==> src/rtl/ghost_mode_scheduler_if.sv <==
// Control and status bundle between the game core and the ghost mode scheduler.
// The game core is the master; the scheduler is the slave.
interface ghost_mode_scheduler_if;
  logic       start;
  logic       pause;
  logic       powerPellet;
  logic       isScatter;
  logic       isChase;
  logic       isFrightened;
  logic       frightFlash;
  logic       reversePulse;
  logic [2:0] phaseIdx;
  logic       gameTick;

  modport master (
    output start, pause, powerPellet,
    input  isScatter, isChase, isFrightened, frightFlash, reversePulse, phaseIdx, gameTick
  );

  modport slave (
    input  start, pause, powerPellet,
    output isScatter, isChase, isFrightened, frightFlash, reversePulse, phaseIdx, gameTick
  );
endinterface

==> src/rtl/ghost_mode_scheduler.sv <==
// Global ghost mode sequencer: 60 Hz tick divider, scatter/chase phase schedule
// and a power-pellet frightened override that freezes the phase timer.
module ghost_mode_scheduler #(
  parameter int TICK_DIV   = 416_666,
  parameter int SCAT_LONG  = 420,
  parameter int SCAT_SHORT = 300,
  parameter int CHASE_LEN  = 1200,
  parameter int FRIGHT_LEN = 360,
  parameter int FLASH_LEN  = 120
) (
  input logic                  clk,
  input logic                  reset,
  ghost_mode_scheduler_if.slave bus
);

  localparam int DIV_W = (TICK_DIV > 1) ? $clog2(TICK_DIV) : 1;

  typedef enum logic [1:0] {
    IDLE    = 2'd0,
    SCATTER = 2'd1,
    CHASE   = 2'd2,
    FRIGHT  = 2'd3
  } state_t;

  state_t           state_q, state_d;
  logic [DIV_W-1:0] div_q, div_d;
  logic [2:0]       phase_q, phase_d;
  logic [2:0]       next_phase_s;
  logic [11:0]      ptmr_q, ptmr_d;
  logic [11:0]      ftmr_q, ftmr_d;
  logic             tick_s;
  logic             rev_d;
  logic             flash_d;
  logic             scat_q, chase_q, fright_q, flash_q, rev_q, tick_q;

  // Phase 7 is endless chase, so its length is never consumed.
  function automatic logic [11:0] phase_len(input logic [2:0] idx);
    logic [11:0] len;
    case (idx)
      3'd0, 3'd2:       len = 12'(SCAT_LONG);
      3'd4, 3'd6:       len = 12'(SCAT_SHORT);
      3'd1, 3'd3, 3'd5: len = 12'(CHASE_LEN);
      default:          len = 12'd0;
    endcase
    return len;
  endfunction

  // Game tick divider, frozen in IDLE and while paused.
  always_comb begin
    tick_s = 1'b0;
    div_d  = div_q;
    if ((state_q != IDLE) && !bus.pause) begin
      if (div_q == DIV_W'(TICK_DIV - 1)) begin
        div_d  = '0;
        tick_s = 1'b1;
      end else begin
        div_d = div_q + 1'b1;
      end
    end else begin
      div_d = div_q;
    end
  end

  // Mode sequencing; a pellet always beats a coincident phase or fright expiry.
  always_comb begin
    state_d      = state_q;
    phase_d      = phase_q;
    ptmr_d       = ptmr_q;
    ftmr_d       = ftmr_q;
    rev_d        = 1'b0;
    next_phase_s = phase_q + 3'd1;
    case (state_q)
      IDLE: begin
        if (bus.start) begin
          state_d = SCATTER;
          phase_d = 3'd0;
          ptmr_d  = phase_len(3'd0);
        end else begin
          state_d = IDLE;
        end
      end
      SCATTER, CHASE: begin
        if (bus.powerPellet) begin
          state_d = FRIGHT;
          ftmr_d  = 12'(FRIGHT_LEN);
          rev_d   = 1'b1;
        end else if (tick_s && (phase_q != 3'd7)) begin
          if (ptmr_q == 12'd1) begin
            phase_d = next_phase_s;
            ptmr_d  = phase_len(next_phase_s);
            state_d = next_phase_s[0] ? CHASE : SCATTER;
            rev_d   = 1'b1;
          end else begin
            ptmr_d = ptmr_q - 12'd1;
          end
        end else begin
          ptmr_d = ptmr_q;
        end
      end
      FRIGHT: begin
        if (bus.powerPellet) begin
          ftmr_d = 12'(FRIGHT_LEN);
        end else if (tick_s) begin
          if (ftmr_q == 12'd1) begin
            state_d = phase_q[0] ? CHASE : SCATTER;
          end else begin
            ftmr_d = ftmr_q - 12'd1;
          end
        end else begin
          ftmr_d = ftmr_q;
        end
      end
      default: begin
        state_d = IDLE;
      end
    endcase
    flash_d = (state_d == FRIGHT) && (ftmr_d <= 12'(FLASH_LEN));
  end

  // State, timers and output flops decoded from the next state.
  always_ff @(posedge clk or posedge reset) begin
    if (reset) begin
      state_q  <= IDLE;
      div_q    <= '0;
      phase_q  <= 3'd0;
      ptmr_q   <= 12'd0;
      ftmr_q   <= 12'd0;
      scat_q   <= 1'b0;
      chase_q  <= 1'b0;
      fright_q <= 1'b0;
      flash_q  <= 1'b0;
      rev_q    <= 1'b0;
      tick_q   <= 1'b0;
    end else begin
      state_q  <= state_d;
      div_q    <= div_d;
      phase_q  <= phase_d;
      ptmr_q   <= ptmr_d;
      ftmr_q   <= ftmr_d;
      scat_q   <= (state_d == SCATTER);
      chase_q  <= (state_d == CHASE);
      fright_q <= (state_d == FRIGHT);
      flash_q  <= flash_d;
      rev_q    <= rev_d;
      tick_q   <= tick_s;
    end
  end

  assign bus.isScatter    = scat_q;
  assign bus.isChase      = chase_q;
  assign bus.isFrightened = fright_q;
  assign bus.frightFlash  = flash_q;
  assign bus.reversePulse = rev_q;
  assign bus.phaseIdx     = phase_q;
  assign bus.gameTick     = tick_q;

endmodule

==> src/flat_wrapper.sv <==
// flat-port wrapper written by rule: the top's interface ports become plain ports
module ghost_mode_scheduler_flat 
#(
  parameter int TICK_DIV   = 416_666,
  parameter int SCAT_LONG  = 420,
  parameter int SCAT_SHORT = 300,
  parameter int CHASE_LEN  = 1200,
  parameter int FRIGHT_LEN = 360,
  parameter int FLASH_LEN  = 120
)
  (clk, reset, bus_start, bus_pause, bus_powerPellet, bus_isScatter, bus_isChase, bus_isFrightened, bus_frightFlash, bus_reversePulse, bus_phaseIdx, bus_gameTick);
  ghost_mode_scheduler_if bus_i ();
  input logic clk;
  input logic reset;
  input wire logic [$bits(bus_i.start)-1:0] bus_start;
  input wire logic [$bits(bus_i.pause)-1:0] bus_pause;
  input wire logic [$bits(bus_i.powerPellet)-1:0] bus_powerPellet;
  output wire logic [$bits(bus_i.isScatter)-1:0] bus_isScatter;
  output wire logic [$bits(bus_i.isChase)-1:0] bus_isChase;
  output wire logic [$bits(bus_i.isFrightened)-1:0] bus_isFrightened;
  output wire logic [$bits(bus_i.frightFlash)-1:0] bus_frightFlash;
  output wire logic [$bits(bus_i.reversePulse)-1:0] bus_reversePulse;
  output wire logic [$bits(bus_i.phaseIdx)-1:0] bus_phaseIdx;
  output wire logic [$bits(bus_i.gameTick)-1:0] bus_gameTick;
  assign bus_i.start = bus_start;
  assign bus_i.pause = bus_pause;
  assign bus_i.powerPellet = bus_powerPellet;
  assign bus_isScatter = bus_i.isScatter;
  assign bus_isChase = bus_i.isChase;
  assign bus_isFrightened = bus_i.isFrightened;
  assign bus_frightFlash = bus_i.frightFlash;
  assign bus_reversePulse = bus_i.reversePulse;
  assign bus_phaseIdx = bus_i.phaseIdx;
  assign bus_gameTick = bus_i.gameTick;
  ghost_mode_scheduler #(.TICK_DIV(TICK_DIV), .SCAT_LONG(SCAT_LONG), .SCAT_SHORT(SCAT_SHORT), .CHASE_LEN(CHASE_LEN), .FRIGHT_LEN(FRIGHT_LEN), .FLASH_LEN(FLASH_LEN)) u_core (.clk(clk), .reset(reset), .bus(bus_i));
endmodule
==> config.mk <==
export PLATFORM = sky130hd
export DESIGN_NAME = ghost_mode_scheduler_flat
export DESIGN_NICKNAME = d
export VERILOG_FILES = /design/src/rtl/ghost_mode_scheduler_if.sv /design/src/rtl/ghost_mode_scheduler.sv /design/src/flat_wrapper.sv
export SDC_FILE = /design/constraint.sdc
export NUM_CORES = 1
export LEC_CHECK = 0
export ABC_AREA = 1
export BUFFER_PORTS_ARGS = -buffer_cell sky130_fd_sc_hd__buf_2
export CAP_MARGIN = 20
export CORE_ASPECT_RATIO = 0.7
export CORE_MARGIN = 1
export CORE_UTILIZATION = 57
export DETAILED_ROUTE_END_ITERATION = 10
export PLACE_DENSITY = 0.77
export SYNTH_ARGS = -nofsm -noshare
export SYNTH_HDL_FRONTEND = slang
export SYNTH_SLANG_ARGS = --single-unit
==> constraint.sdc <==
create_clock -name clk -period 2.2 [get_ports clk]
set_input_delay 0.11 -clock clk [delete_from_list [all_inputs] [get_ports clk]]
set_output_delay 0.11 -clock clk [all_outputs]
set_load 0.01 [all_outputs]
; ---- After elaboration in Yosys (flattened, before gate mapping)
; Index checks and enable logic that the tools add are counted.
[totals]
register_bits = 54
input_bits = 5
output_inout_bits = 9
wordCells = 83
[classes]
addsub = 4
order_cmp = 1
eq_ne = 20
mux = 33
reduce_logical = 14
[op_table]
columns = cell, count
row1 = $mux W12, 8
row2 = $pmux W12 S2, 2
row3 = $pmux W11 S3, 1
row4 = $eq A12 B1 Y1 const B, 2
row5 = $sub A12 B1 Y12 const B, 2
row6 = $add A19 B1 Y19 const B, 1
row7 = $eq A19 B19 Y1 const B, 1
row8 = $mux W19, 1
row9 = $mux W2, 8
row10 = $le A12 B7 Y1 const B, 1
row11 = $mux W3, 4
row12 = $eq A3 B3 Y1 const B, 3
row13 = $eq A2 B2 Y1 const B, 4
row14 = $mux W1, 7
row15 = $eq A3 B2 Y1 const B, 2
row16 = $pmux W2 S3, 1
row17 = $pmux W3 S2, 1
row18 = $reduce_or A2 Y1, 3
row19 = $reduce_and A5 Y1, 1
row20 = $eq A2 B1 Y1 const B, 2
row21 = $ne A2 B1 Y1 const B, 2
row22 = $ne A2 B2 Y1 const B, 2
row23 = $reduce_and A4 Y1, 1
row24 = $reduce_bool A2 Y1, 2
row25 = other kinds (8), 10

; ---- Depth between registers and ports, before layout
; Gate-level depths: netlist (run 1).
[logic_depth]
ltp_word = 9
depth_mapped = 17
ltp_nobuf = 17

; ---- Worst setup path before layout (run 1)
; Ideal clock, no wire load.
[synth_path]
path_kind = register to register
from = reg u_core.state_q[1]
to = reg u_core.phase_q[2] (netlist: u_core.bus.phaseIdx[2])
setup_time_ps = 92
t_arrival_ps = 1937
t_required_ps = 2108
slack_ps = 171
stages_incl_launch_ff = 12
path_buffers = 0
synth_period_minus_slack_ps = 2029
path_cell_list = dfrtp_1 -> inv_1 -> ha_1 -> clkinv_1 -> nor2_1 -> inv_1 -> a21oi_1 -> a21boi_4 -> inv_4 -> nor2_8 -> inv_2 -> o31ai_2
[synth_via]
elab_chain_cells = 6
word_cells_on_any_way = 15
classes_between = eq/ne: 6 / mux: 2 / reduce/logical: 7
[synth_rtl]
columns = element, line
row1 = "start, declared", ghost_mode_scheduler.sv:25  ; state_t state_q, state_d;
row2 = "start signal, assigned", ghost_mode_scheduler.sv:135  ; state_q <= state_d;
row3 = $reduce_bool A2 Y1, ghost_mode_scheduler.sv:52  ; if ((state_q != IDLE) && !bus.pause) begin
row4 = $logic_and A1 B1 Y1, ghost_mode_scheduler.sv:52
row5 = $mux W1, ghost_mode_scheduler.sv:52
row6 = $logic_and A1 B1 Y1, ghost_mode_scheduler.sv:87  ; end else if (tick_s && (phase_q != 3'd7)) begin
row7 = $ne A2 B1 Y1 (no line), --
row8 = $reduce_and A5 Y1 (no line), --
row9 = "end signal, assigned", ghost_mode_scheduler.sv:137  ; phase_q <= phase_d;
row10 = "end, declared", ghost_mode_scheduler.sv:27  ; logic [2:0] phase_q, phase_d;
; Several ways; a longest one is shown, not always the timed one.
; A chain may end at the register's enable or synchronous reset.

; ---- Worst setup path in the final report (run 1)
[layout_path]
from = reg u_core.div_q[0]
to = reg u_core.chase_q (netlist: u_core.bus.isChase)
[layout_via]
elab_chain_cells = 8
word_cells_on_any_way = 10
classes_between = eq/ne: 2 / mux: 7 / reduce/logical: 1
[layout_rtl]
columns = element, line
row1 = "start, declared", ghost_mode_scheduler.sv:26  ; logic [DIV_W-1:0] div_q, div_d;
row2 = "start signal, assigned", ghost_mode_scheduler.sv:136  ; div_q <= div_d;
row3 = $eq A19 B19 Y1 (*), ghost_mode_scheduler.sv:53  ; if (div_q == DIV_W'(TICK_DIV - 1)) begin
row4 = $mux W1 (*), ghost_mode_scheduler.sv:53
row5 = $mux W1 (*), ghost_mode_scheduler.sv:52
row6 = $logic_and A1 B1 Y1, ghost_mode_scheduler.sv:87
row7 = $mux W2, ghost_mode_scheduler.sv:87
row8 = $mux W2, ghost_mode_scheduler.sv:83  ; if (bus.powerPellet) begin
row9 = $pmux W2 S3 (*), ghost_mode_scheduler.sv:72  ; case (state_q)
row10 = net u_core.state_d[0], ghost_mode_scheduler.sv:25
row11 = $eq A2 B2 Y1 (*), ghost_mode_scheduler.sv:141  ; chase_q <= (state_d == CHASE);
row12 = "end signal, assigned", ghost_mode_scheduler.sv:141
row13 = "end, declared", ghost_mode_scheduler.sv:34  ; logic scat_q, chase_q, fright_q, flash_q, rev_q, tick_q;
; Mark *: on every way through the listed nets, which the timed path passes. The rest lies on a longest branch.

==> flow_summary.yaml, run 1 <==
yosys:
  yosys_warnings: 0
  synth_edf_count: 0
  netlist.area_leader.share_pct: 35.70
  yosys-top-cells-area: "dfrtp_1, nand2_1, inv_1"
  synth_top_cell_by_area: "dfrtp_1"
  synth-seq-area-share_pct: 35.70
  synth.ff_latch_count: 54
  postSynthAreaPerCell_sq_um: 6.945
  syn_inst: 545
  netlist_area_sq_mm: 0.003785
  synth_fp_nets: 564
  async_flop_share_pct: 100.0
  ys_types: 42
  ys.flop_type: "dfrtp_1"
hold_path:
  hp-class: "input port to register"
floorplan:
  io_pins: 14
  die_h_um: 70.18
  rows: 24
  start_util_pct: 60.02
  die-area_sq_mm: 0.006975
  coreArea_sq_mm: 0.006306
  die_x_um: 99.40
power_and_ir_drop:
  power_w: 0.004921
  ir_drop_uv: 558.8
  p_leak_nw: 2.175
  power_density_mw_per_mm2: 1139
sta:
  setup_ws_ns: 0.05040
  tightest_slew_ns: 0.5289
  setup_tns_ns: 0
  fin_worst_skew_ns: 0.01001
  clock.fmax_mhz: 465.2
  setup-violations-final: 0
  hold-worst-slack_ns: 0.1683
  finalHoldViolCount: 0
  rsz0062_at_grt: "true"
  fin_crit_ns: 2.150
  finalCritPeriodShare_pct: 97.71
  slew_headroom_pct: 64.69
  drv_slew: 0
detailed_routing:
  routedWlPerCell_um: 13.95
  drc: 0
  first_pass_iters: 5
  vias: 3698
  antenna_left: 0
  viasPerCell: 5.586
  routed_wl_um: 9234
  drt_iter0_drc: 371
finish:
  diodes: 0
  fin_nets: 603
  area_growth_pct: 14.15
  drive_above_1_share_pct: 15.58
  fill_cells: 527
cts:
  h-tree-depth: 2
  cts_buffers: 5
  clk_latency_ns: 0.31
  clkSinkCount: 54
  path_clk_slew_ns: 0.10
  cts_tree: "done"
  clock-root-buffer: "clkbuf_8"
  cts_max_path_buffers: 2
grt:
  grt_pass1_wl_um: 15320
  grt_max_degree: 33
  grt_pass1_vias: 3323
  grt_usage_pct: 27.58
  grt_antenna_before_repair: 0
  grt_remaining_overflow: 0
worst_setup_path:
  crit_path_cell_trace: "ha_4 -> nand2_1 -> nor2_2 -> inv_1 -> nor2_1 -> nand3_1 -> nor2_4 -> nand3_2 -> nand2_1 -> nand3_1 -> nand2_1 -> nand2_2 -> nor2_4 -> nor2_2 -> nor2_1"
  critPathCaptureType: "register"
  cp.arrival_ns: 2.40
  required_ns: 2.45
  cp_slowest_cell: "dfrtp_1"
  cp-start-kind: "register"
  crit_type: "register to register"
  timing.critical_path.mode_cell: "nand2_1"
  worst-path-max-fanout: 5
  cpPeakStageDelay_ns: 0.47
placement:
  hpwlAfterDp_um: 6783
  gp_congestion: 0.9386
  io_buffer_count: 13
  pre_cts_ws_ns: -0.02620
run:
  maxCapViolations: 0
status:
  status: "completed"
-- critical path: cells and delay by family (launching register included) --
kind	cells	cell delay, ns
buffers and inverters	1	0.05
flip-flops	1	0.47
adder cells (fa/ha/maj)	1	0.18
AND/OR/NAND/NOR	13	1.39
-- layer usage --
layer  global-route usage [%]  routed length, um  part of all wire [%]
met5                        0                  0                     0
met2                    42.52               4066                    44
met1                    40.64               4356                    47
met3                    4.605                669                   7.2
met4                    6.373                142                   1.5
-- per-stage QoR --
| step | instances | util [%] | cell area (sq um) |
|---|---|---|---|
| finish | 662 | 68.51 | 4320 |
| global route | 662 | 68.51 | 4320 |
| CTS | 654 | 66.41 | 4188 |
| detailed placement | 645 | 64.35 | 4058 |
| global placement | 645 | 64.35 | 4058 |
| floorplan | 545 | - | 3785 |
-- final timing paths --
path | from | endpoint | slack [ns] | depth (start not counted)
setup / recovery | u_core.div_q[0]$_DFFE_PP0P_ | u_core.bus.isChase$_DFF_PP0_ | 0.05 | 15
hold / removal | bus_start | u_core.state_q[0]$_DFF_PP0_ | 0.17 | 3
setup reg to reg | u_core.div_q[0]$_DFFE_PP0P_ | u_core.bus.isChase$_DFF_PP0_ | 0.05 | 15
hold reg to reg | u_core.ptmr_q[1]$_DFFE_PP0P_ | u_core.ptmr_q[1]$_DFFE_PP0P_ | 0.50 | 2
max in group asynchronous | reset | u_core.div_q[0]$_DFFE_PP0P_ | 1.28 | 4
min in group asynchronous | reset | u_core.ptmr_q[8]$_DFFE_PP0P_ | 0.37 | 3
-- logic make-up after synthesis --
family	after synthesis	share of synthesized area [%]
simple gates	308	37.62
fa+ha+maj	14	4.628
xor+xnor	12	2.777
buf+inv	96	9.719
flops	54	35.70
compound gates	61	9.554
-- layout make-up --
| cell class | instances | area, sq um | share of cell area [%] |
|---|---|---|---|
| multi-input combinational | 395 | 2132 | 49.35 |
| sequential | 54 | 1351 | 31.28 |
| inverter | 90 | 342.8 | 7.935 |
| timing repair buffer | 38 | 284.0 | 6.574 |
| tap | 78 | 97.59 | 2.259 |
| clock buffer | 6 | 82.58 | 1.911 |
| clock inverter | 1 | 30.03 | 0.6950 |
-- cell usage in the layout (no fill, tap or decap), types with 2 or more instances in the layout --
cell type	Yosys	routed
o211ai_1	2	2
nand2_1	130	128
nor2_8	2	2
o22ai_1	3	3
dfrtp_1	54	54
nand3_1	48	47
o21a_1	2	2
nor2_1	79	74
nor2_4	3	8
a21oi_1	18	17
ha_1	14	12
o31ai_1	4	4
clkbuf_8	0	6
buf_4	1	21
nand2_2	1	3
o21ai_0	25	24
nor2_2	7	7
inv_1	81	79
buf_2	1	13
inv_2	7	8
nor3_2	3	3
nand3_2	2	3
nand4_1	11	11
nor3_1	13	13
xor2_1	11	11
inv_4	1	2
nand3_4	2	2
o21ai_1	1	2
buf_12	0	2
or2_2	2	2
-- state kept, by name (all words and copies together), names as in the netlist, 2 cells and up --
| register | flops |
|---|---|
| u_core.div_q | 19 |
| u_core.ptmr_q | 12 |
| u_core.ftmr_q | 12 |
| u_core.state_q | 2 |
| u_core.bus.phaseIdx | 3 |
-- synth_stat cells, types with 2 or more instances --
| cell | count |
|---|---|
| o21a_1 | 2 |
| a21oi_1 | 18 |
| dfrtp_1 | 54 |
| o21ai_0 | 25 |
| nand3_1 | 48 |
| nor2_1 | 79 |
| nor2_8 | 2 |
| clkbuf_1 | 4 |
| nor2_2 | 7 |
| o31ai_1 | 4 |
| nor3_1 | 13 |
| inv_2 | 7 |
| nor3_2 | 3 |
| inv_1 | 81 |
| nand3_2 | 2 |
| nand4_1 | 11 |
| nor2_4 | 3 |
| xor2_1 | 11 |
| nand2_1 | 130 |
| o211ai_1 | 2 |
| nand3_4 | 2 |
| ha_1 | 14 |
| or2_2 | 2 |
| o22ai_1 | 3 |
-- report_power, final --
| part | internal [W] | total [W] | switching (W) | leakage (nW) |
|---|---|---|---|---|
| Clock | 0.000365 | 0.000696 | 0.000331 | 0.0573 |
| Combinational | 0.000954 | 0.00269 | 0.00173 | 1.44 |
| Sequential | 0.00128 | 0.00154 | 0.000258 | 0.681 |
| Total | 0.00260 | 0.00492 | 0.00232 | 2.18 |
-- timing repair --
| action | in CTS | in global routing |
|---|---|---|
| endpoints found under the setup margin | 1 | 13 |
| gates cloned | 0 | 0 |
| endpoints found under the hold margin | 22 | 0 |
| hold buffers | 1 | 0 |
| resized for setup | 0 | 21 |
| buffers inserted | 1 | 8 |
| pin swaps | 1 | 9 |
(Power assumes the default switching activity.)
==> run 2, diff against run 1 <==
--- a/config.mk
+++ b/config.mk
@@ -6,7 +6,7 @@
 export NUM_CORES = 1
 export LEC_CHECK = 0
 export ABC_AREA = 1
-export BUFFER_PORTS_ARGS = -buffer_cell sky130_fd_sc_hd__buf_2
+export BUFFER_PORTS_ARGS = -buffer_cell sky130_fd_sc_hd__buf_4
 export CAP_MARGIN = 20
 export CORE_ASPECT_RATIO = 0.7
 export CORE_MARGIN = 1
==> flow_summary.yaml, run 2 (synthesis gave the netlist of run 1 again) <==
worst_setup_path:
  cp-start-kind: "register"
  crit_path_cell_trace: "inv_1 -> ha_1 -> nand2_1 -> nor2_2 -> inv_1 -> nor2_1 -> nand3_2 -> nor2_4 -> nand3_1 -> nand2_1 -> nand3_1 -> nand2_1 -> nand2_1 -> nor2_2 -> nor2_2 -> nor2_1"
  crit_path_start: "u_core.div_q[1]$_DFFE_PP0P_"
  critPathCaptureType: "register"
  required_ns: 2.44
  timing.critical_path.mode_cell: "nand2_1"
  r2r_start: "u_core.div_q[1]$_DFFE_PP0P_"
  crit_type: "register to register"
  cp_slowest_cell: "dfrtp_1"
  worst-path-max-fanout: 5
  cpPeakStageDelay_ns: 0.41
  cp.arrival_ns: 2.34
hold_path:
  hp-class: "input port to register"
  min_from: "bus_start"
sta:
  finalHoldViolCount: 0
  rsz0062_at_grt: "true"
  setup-violations-final: 0
  fin_crit_ns: 2.096
  slew_headroom_pct: 67.56
  finalCritPeriodShare_pct: 95.26
  setup_tns_ns: 0
  fin_worst_skew_ns: 0.01678
  tightest_slew_ns: 0.4858
  drv_slew: 0
  clock.fmax_mhz: 477.2
finish:
  final_cell_mix: "nand2_1, inv_1, nor2_1, dfrtp_1, nand3_1"
  largest_register_ff_count: 19
  fin_nets: 602
  area_growth_pct: 14.84
  drive_above_1_share_pct: 15.24
  final_common_cell: "nand2_1"
  design_area_sq_mm: 0.004347
  top_regs: "u_core.div_q: 19 flops, u_core.ftmr_q: 12 flops, u_core.ptmr_q: 12 flops"
  diodes: 0
  regMostFlops: "u_core.div_q"
floorplan:
  io_pins: 14
  start_util_pct: 60.02
  rows: 24
  coreArea_sq_mm: 0.006306
  die-area_sq_mm: 0.006975
  die_x_um: 99.40
  die_h_um: 70.18
detailed_routing:
  first_pass_iters: 5
  vias: 3614
  viasPerCell: 5.459
  antenna_left: 0
  routed_wl_um: 9035
  drc: 0
  drt_iter0_drc: 261
  routedWlPerCell_um: 13.65
cts:
  h-tree-depth: 2
  cts_buffers: 5
  cts_max_path_buffers: 2
  path_clk_slew_ns: 0.10
  clkSinkCount: 54
  clk_latency_ns: 0.32
  clock-root-buffer: "clkbuf_8"
  cts_tree: "done"
power_and_ir_drop:
  ir_drop_uv: 596.2
  power_w: 0.004996
  p_leak_nw: 2.191
  power_density_mw_per_mm2: 1149
grt:
  grt_remaining_overflow: 0
  grt_antenna_before_repair: 0
  grt_usage_pct: 27.61
  grt_max_degree: 34
  grt_pass1_vias: 3328
  grt_pass1_wl_um: 15260
run:
  maxCapViolations: 0
placement:
  io_buffer_count: 13
  gp_congestion: 0.9961
  dpl_cell_area_sq_mm: 0.004075
  hpwlAfterDp_um: 6765
status:
  status: "completed"
-- run 2: changes by cell type in the layout (fill, tap and decap cells not counted), sizes merged --
cell,before,now
buf,37,36
bufinv,1,2
-- run 2: routing by layer --
layer / share of wire, % / global-route usage [%]
met5: 0 / 0
met4: 1.2 / 9.150
met1: 48 / 40.13
met3: 6.2 / 4.004
met2: 44 / 42.36
-- run 2: final timing paths --
path,end,slack [ns],cells past startpoint
setup reg to reg,u_core.bus.isChase$_DFF_PP0_,0.10,16
setup / recovery,u_core.bus.isChase$_DFF_PP0_,0.10,16
hold reg to reg,u_core.ptmr_q[1]$_DFFE_PP0P_,0.51,2
min in group asynchronous,u_core.div_q[9]$_DFFE_PP0P_,0.37,3
hold / removal,u_core.state_q[0]$_DFF_PP0_,0.14,3
max in group asynchronous,u_core.bus.reversePulse$_DFF_PP0_,1.29,4
-- run 2: what timing repair did --
| item | CTS | global route |
|---|---|---|
| hold endpoints to repair | 21 | 0 |
| buffers inserted | 0 | 10 |
| endpoints found under the setup margin | 0 | 15 |
| hold buffers | 1 | 0 |
| gates resized for setup | 0 | 15 |
-- run 2: stage by stage --
stage               std cells  utilization [%]  hold WS (ns)  setup slack (ns)
floorplan                 545                -        0.3166            0.1705
global placement          643            64.62        0.1785            0.1092
detailed placement        643            64.62        0.1727           0.02873
CTS                       652            67.04        0.1552           0.01731
global route              662            68.93        0.1569          -0.08245
finish                    662            68.93        0.1442            0.1042
-- run 2: area by class of cell --
class | count | area (sq um)
Sequential cell | 54 | 1351
Clock inverter | 2 | 60.06
Timing Repair Buffer | 37 | 309.0
Clock buffer | 6 | 82.58
Multi-Input combinational cell | 395 | 2106
Fill cell | 525 | 1959
Inverter | 90 | 340.3
Tap cell | 78 | 97.59
-- run 2: critical path, delay by kind of cell (launching register included) --
family / cells / cell delay (ns)
buf+inv: 2 / 0.12
simple gates: 13 / 1.33
flops: 1 / 0.41
fa+ha+maj: 1 / 0.17
-- run 2: power by group --
part | switching [W] | internal (W) | leakage [nW] | total [W]
registers | 0.000248 | 0.00128 | 0.681 | 0.00153
logic | 0.00169 | 0.000955 | 1.44 | 0.00265
clock network | 0.000332 | 0.000485 | 0.0714 | 0.000817
total | 0.00227 | 0.00272 | 2.19 | 0.00500
==> run 3, diff against run 2 <==
--- a/config.mk
+++ b/config.mk
@@ -5,14 +5,13 @@
 export SDC_FILE = /design/constraint.sdc
 export NUM_CORES = 1
 export LEC_CHECK = 0
-export ABC_AREA = 1
 export BUFFER_PORTS_ARGS = -buffer_cell sky130_fd_sc_hd__buf_4
 export CAP_MARGIN = 20
 export CORE_ASPECT_RATIO = 0.7
 export CORE_MARGIN = 1
-export CORE_UTILIZATION = 57
+export CORE_UTILIZATION = 56
 export DETAILED_ROUTE_END_ITERATION = 10
-export PLACE_DENSITY = 0.77
+export PLACE_DENSITY = 0.76
 export SYNTH_ARGS = -nofsm -noshare
 export SYNTH_HDL_FRONTEND = slang
 export SYNTH_SLANG_ARGS = --single-unit
==> flow_summary.yaml, run 3 <==
cts:
  cts_buffers: 5
  clk_latency_ns: 0.32
  clkSinkCount: 54
  clock-root-buffer: "clkbuf_8"
  cts_tree: "done"
  h-tree-depth: 2
  path_clk_slew_ns: 0.10
  cts_max_path_buffers: 2
placement:
  placed_cells_incl_taps: 531
  hpwlAfterDp_um: 7077
  io_buffer_count: 13
  gp_congestion: 0.9959
sta:
  slew_headroom_pct: 57.98
  fin_crit_ns: 2.571
  rsz0062_at_grt: "true"
  tightest_slew_ns: 0.6256
  fin_worst_skew_ns: 0.008368
  setup-violations-final: 22
  drv_slew: 0
  finalCritPeriodShare_pct: 116.9
  setup_ws_ns: -0.3708
  clock.fmax_mhz: 389.0
  setup_tns_ns: -4.022
  finalHoldViolCount: 0
  hold-worst-slack_ns: 0.1253
worst_setup_path:
  timing.critical_path.mode_cell: "buf_4"
  cp-start-kind: "register"
  worst-path-max-fanout: 4
  cpPeakStageDelay_ns: 0.39
  r2r_cells: 10
  crit_type: "register to register"
  critPathCaptureType: "register"
  crit_path_cell_trace: "nand4bb_4 -> buf_6 -> nor4_4 -> buf_4 -> nand2_4 -> o31ai_4 -> nor3b_4 -> buf_4 -> nand3_4 -> o31ai_2"
  r2r_start: "u_core.div_q[5]$_DFFE_PP0P_"
  worst-r2r-setup-slack_ns: -0.37
  cp-endpoint: "u_core.ptmr_q[6]$_DFFE_PP0P_"
  cp.arrival_ns: 2.79
  crit_path_start: "u_core.div_q[5]$_DFFE_PP0P_"
  critPathBufInv: 3
  critical-path-top-delay-family: "simple AND/OR/NAND/NOR gates"
  r2r-end: "u_core.ptmr_q[6]$_DFFE_PP0P_"
  required_ns: 2.42
  cp.depth: 10
  cp_slowest_cell: "dfrtp_1"
floorplan:
  die-area_sq_mm: 0.006297
  die_h_um: 66.70
  rows: 23
  io_pins: 14
  die_x_um: 94.42
  coreArea_sq_mm: 0.005756
  start_util_pct: 58.17
yosys:
  netlist.area_leader.share_pct: 40.36
  synthMuxAreaShare_pct: 1.943
  syn_inst: 369
  synth.ff_latch_count: 54
  async_flop_share_pct: 100.0
  yosys-top-cells-area: "dfrtp_1, nor2_1, ha_1"
  ys_types: 64
  synth_top_family_by_area: "simple AND/OR/NAND/NOR gates"
  synth_top_cell_by_area: "dfrtp_1"
  synth-seq-area-share_pct: 40.36
  yosys_warnings: 0
  synthSimpleGateAreaFrac_pct: 28.96
  yosys.area_share.adder_pct: 5.232
  netlist_area_sq_mm: 0.003348
  yosys-top-cells-count: "dfrtp_1, nor2_1, nand2_1"
  ys.flop_type: "dfrtp_1"
  synth_xor_area_share_pct: 4.185
  synth_fp_nets: 388
  synth-compound-area-share_pct: 15.17
  synth_edf_count: 0
  yosysMostFrequentCell: "dfrtp_1"
  postSynthAreaPerCell_sq_um: 9.074
finish:
  diodes: 0
  fin_cells: 552
  regMostFlops: "u_core.div_q"
  fin_nets: 495
  top_regs: "u_core.div_q: 19 flops, u_core.ftmr_q: 12 flops, u_core.ptmr_q: 12 flops"
  largest_register_ff_count: 19
  final_cell_mix: "buf_4, dfrtp_1, nor2_1, nand2_1, nand3_1"
  area_growth_pct: 41.67
  final_common_cell: "buf_4"
  fin_util_pct: 82.41
  drive_above_1_share_pct: 42.35
detailed_routing:
  drc: 0
  drt_iter0_drc: 591
  viasPerCell: 6.665
  routed_wl_um: 11750
  vias: 3679
  antenna_left: 0
  first_pass_iters: 6
  routedWlPerCell_um: 21.29
power_and_ir_drop:
  power_w: 0.005297
  power_density_mw_per_mm2: 1117
  p_leak_nw: 2.188
  ir_drop_uv: 785.0
hold_path:
  hp-class: "input port to register"
  min_path_cells: 3
run:
  maxCapViolations: 0
grt:
  grt_pass1_vias: 3064
  grt_usage_pct: 33.02
  grt_max_degree: 29
  grt_pass1_wl_um: 15550
  grt_remaining_overflow: 0
  grt_antenna_before_repair: 0
status:
  violations: "setup timing"
  status: "finished, violations left"
-- run 3: changes by cell type after synthesis, moves of 6 or more --
cell and change:
or3_1 +6, nand3_1 -28, nand2_1 -98, nand4_1 -7
inv_2 -7, nor2_2 -6, nor2_1 -27, inv_1 -64
xnor2_1 +6
-- run 3: what timing repair did --
| item | 4_1_cts | 5_1_grt |
|---|---|---|
| buffers inserted | 2 | 11 |
| endpoints found under the setup margin | 23 | 34 |
| resized for setup | 23 | 67 |
| hold buffers | 1 | 0 |
| gates cloned | 0 | 0 |
| hold endpoints to repair | 26 | 0 |
| pin swaps | 18 | 16 |
-- run 3: worst reg2reg max path, cell delays in order, from the launching register on --
cell	delay, ns
dfrtp_1	0.39
nand4bb_4	0.25
buf_6	0.15
nor4_4	0.37
buf_4	0.20
nand2_4	0.06
o31ai_4	0.18
nor3b_4	0.32
buf_4	0.18
nand3_4	0.12
o31ai_2	0.25
-- run 3: cells by family after synthesis --
group,Yosys count
AO/OA/AOI/OAI,74
flip-flops,54
adder cells (fa/ha/maj),14
buffers and inverters,30
AND/OR/NAND/NOR,175
XOR/XNOR,16
multiplexers,6
-- run 3: worst min path at each step --
stage	from	to	slack, ns
after floorplan	bus_pause	u_core.div_q[0]$_DFFE_PP0P_	0.25
after global placement	reset	u_core.bus.gameTick$_DFF_PP0_	0.22
after detailed placement	reset	u_core.bus.gameTick$_DFF_PP0_	0.23
after CTS	bus_pause	u_core.div_q[0]$_DFFE_PP0P_	0.09
after global routing	bus_start	u_core.state_q[0]$_DFF_PP0_	0.13
final	bus_start	u_core.state_q[0]$_DFF_PP0_	0.13
-- run 3: cell type report --
| cell class | instances | area, sq um |
|---|---|---|
| Timing Repair Buffer | 112 | 893.4 |
| Fill cell | 286 | 1012 |
| Inverter | 18 | 67.56 |
| Tap cell | 75 | 93.84 |
| Clock inverter | 3 | 45.04 |
| Clock buffer | 5 | 68.82 |
| Multi-Input combinational cell | 285 | 2221 |
| Sequential cell | 54 | 1354 |
-- run 3: where the power goes --
part	switching (W)	internal, W
combinational	0.00175	0.00152
sequential	0.000162	0.00118
clock	0.000353	0.000339
-- run 3: metal layers --
metal / routed length [um] / global-route usage (%) / up-vias
met2: 5093 / 48.73 / 331
li1: - / - / 1532
met3: 1343 / 5.594 / 82
met4: 590 / 10.19 / 0
met5: 0 / 0 / -
met1: 4726 / 48.95 / 1734
-- run 3: per-stage QoR --
step                setup slack [ns]  instance area [sq um]
floorplan                   -0.06117                   3369
global placement             -0.2103                   4146
detailed placement           -0.2227                   4146
CTS                          -0.1708                   4362
global route                 -0.4368                   4743
finish                       -0.3708                   4743
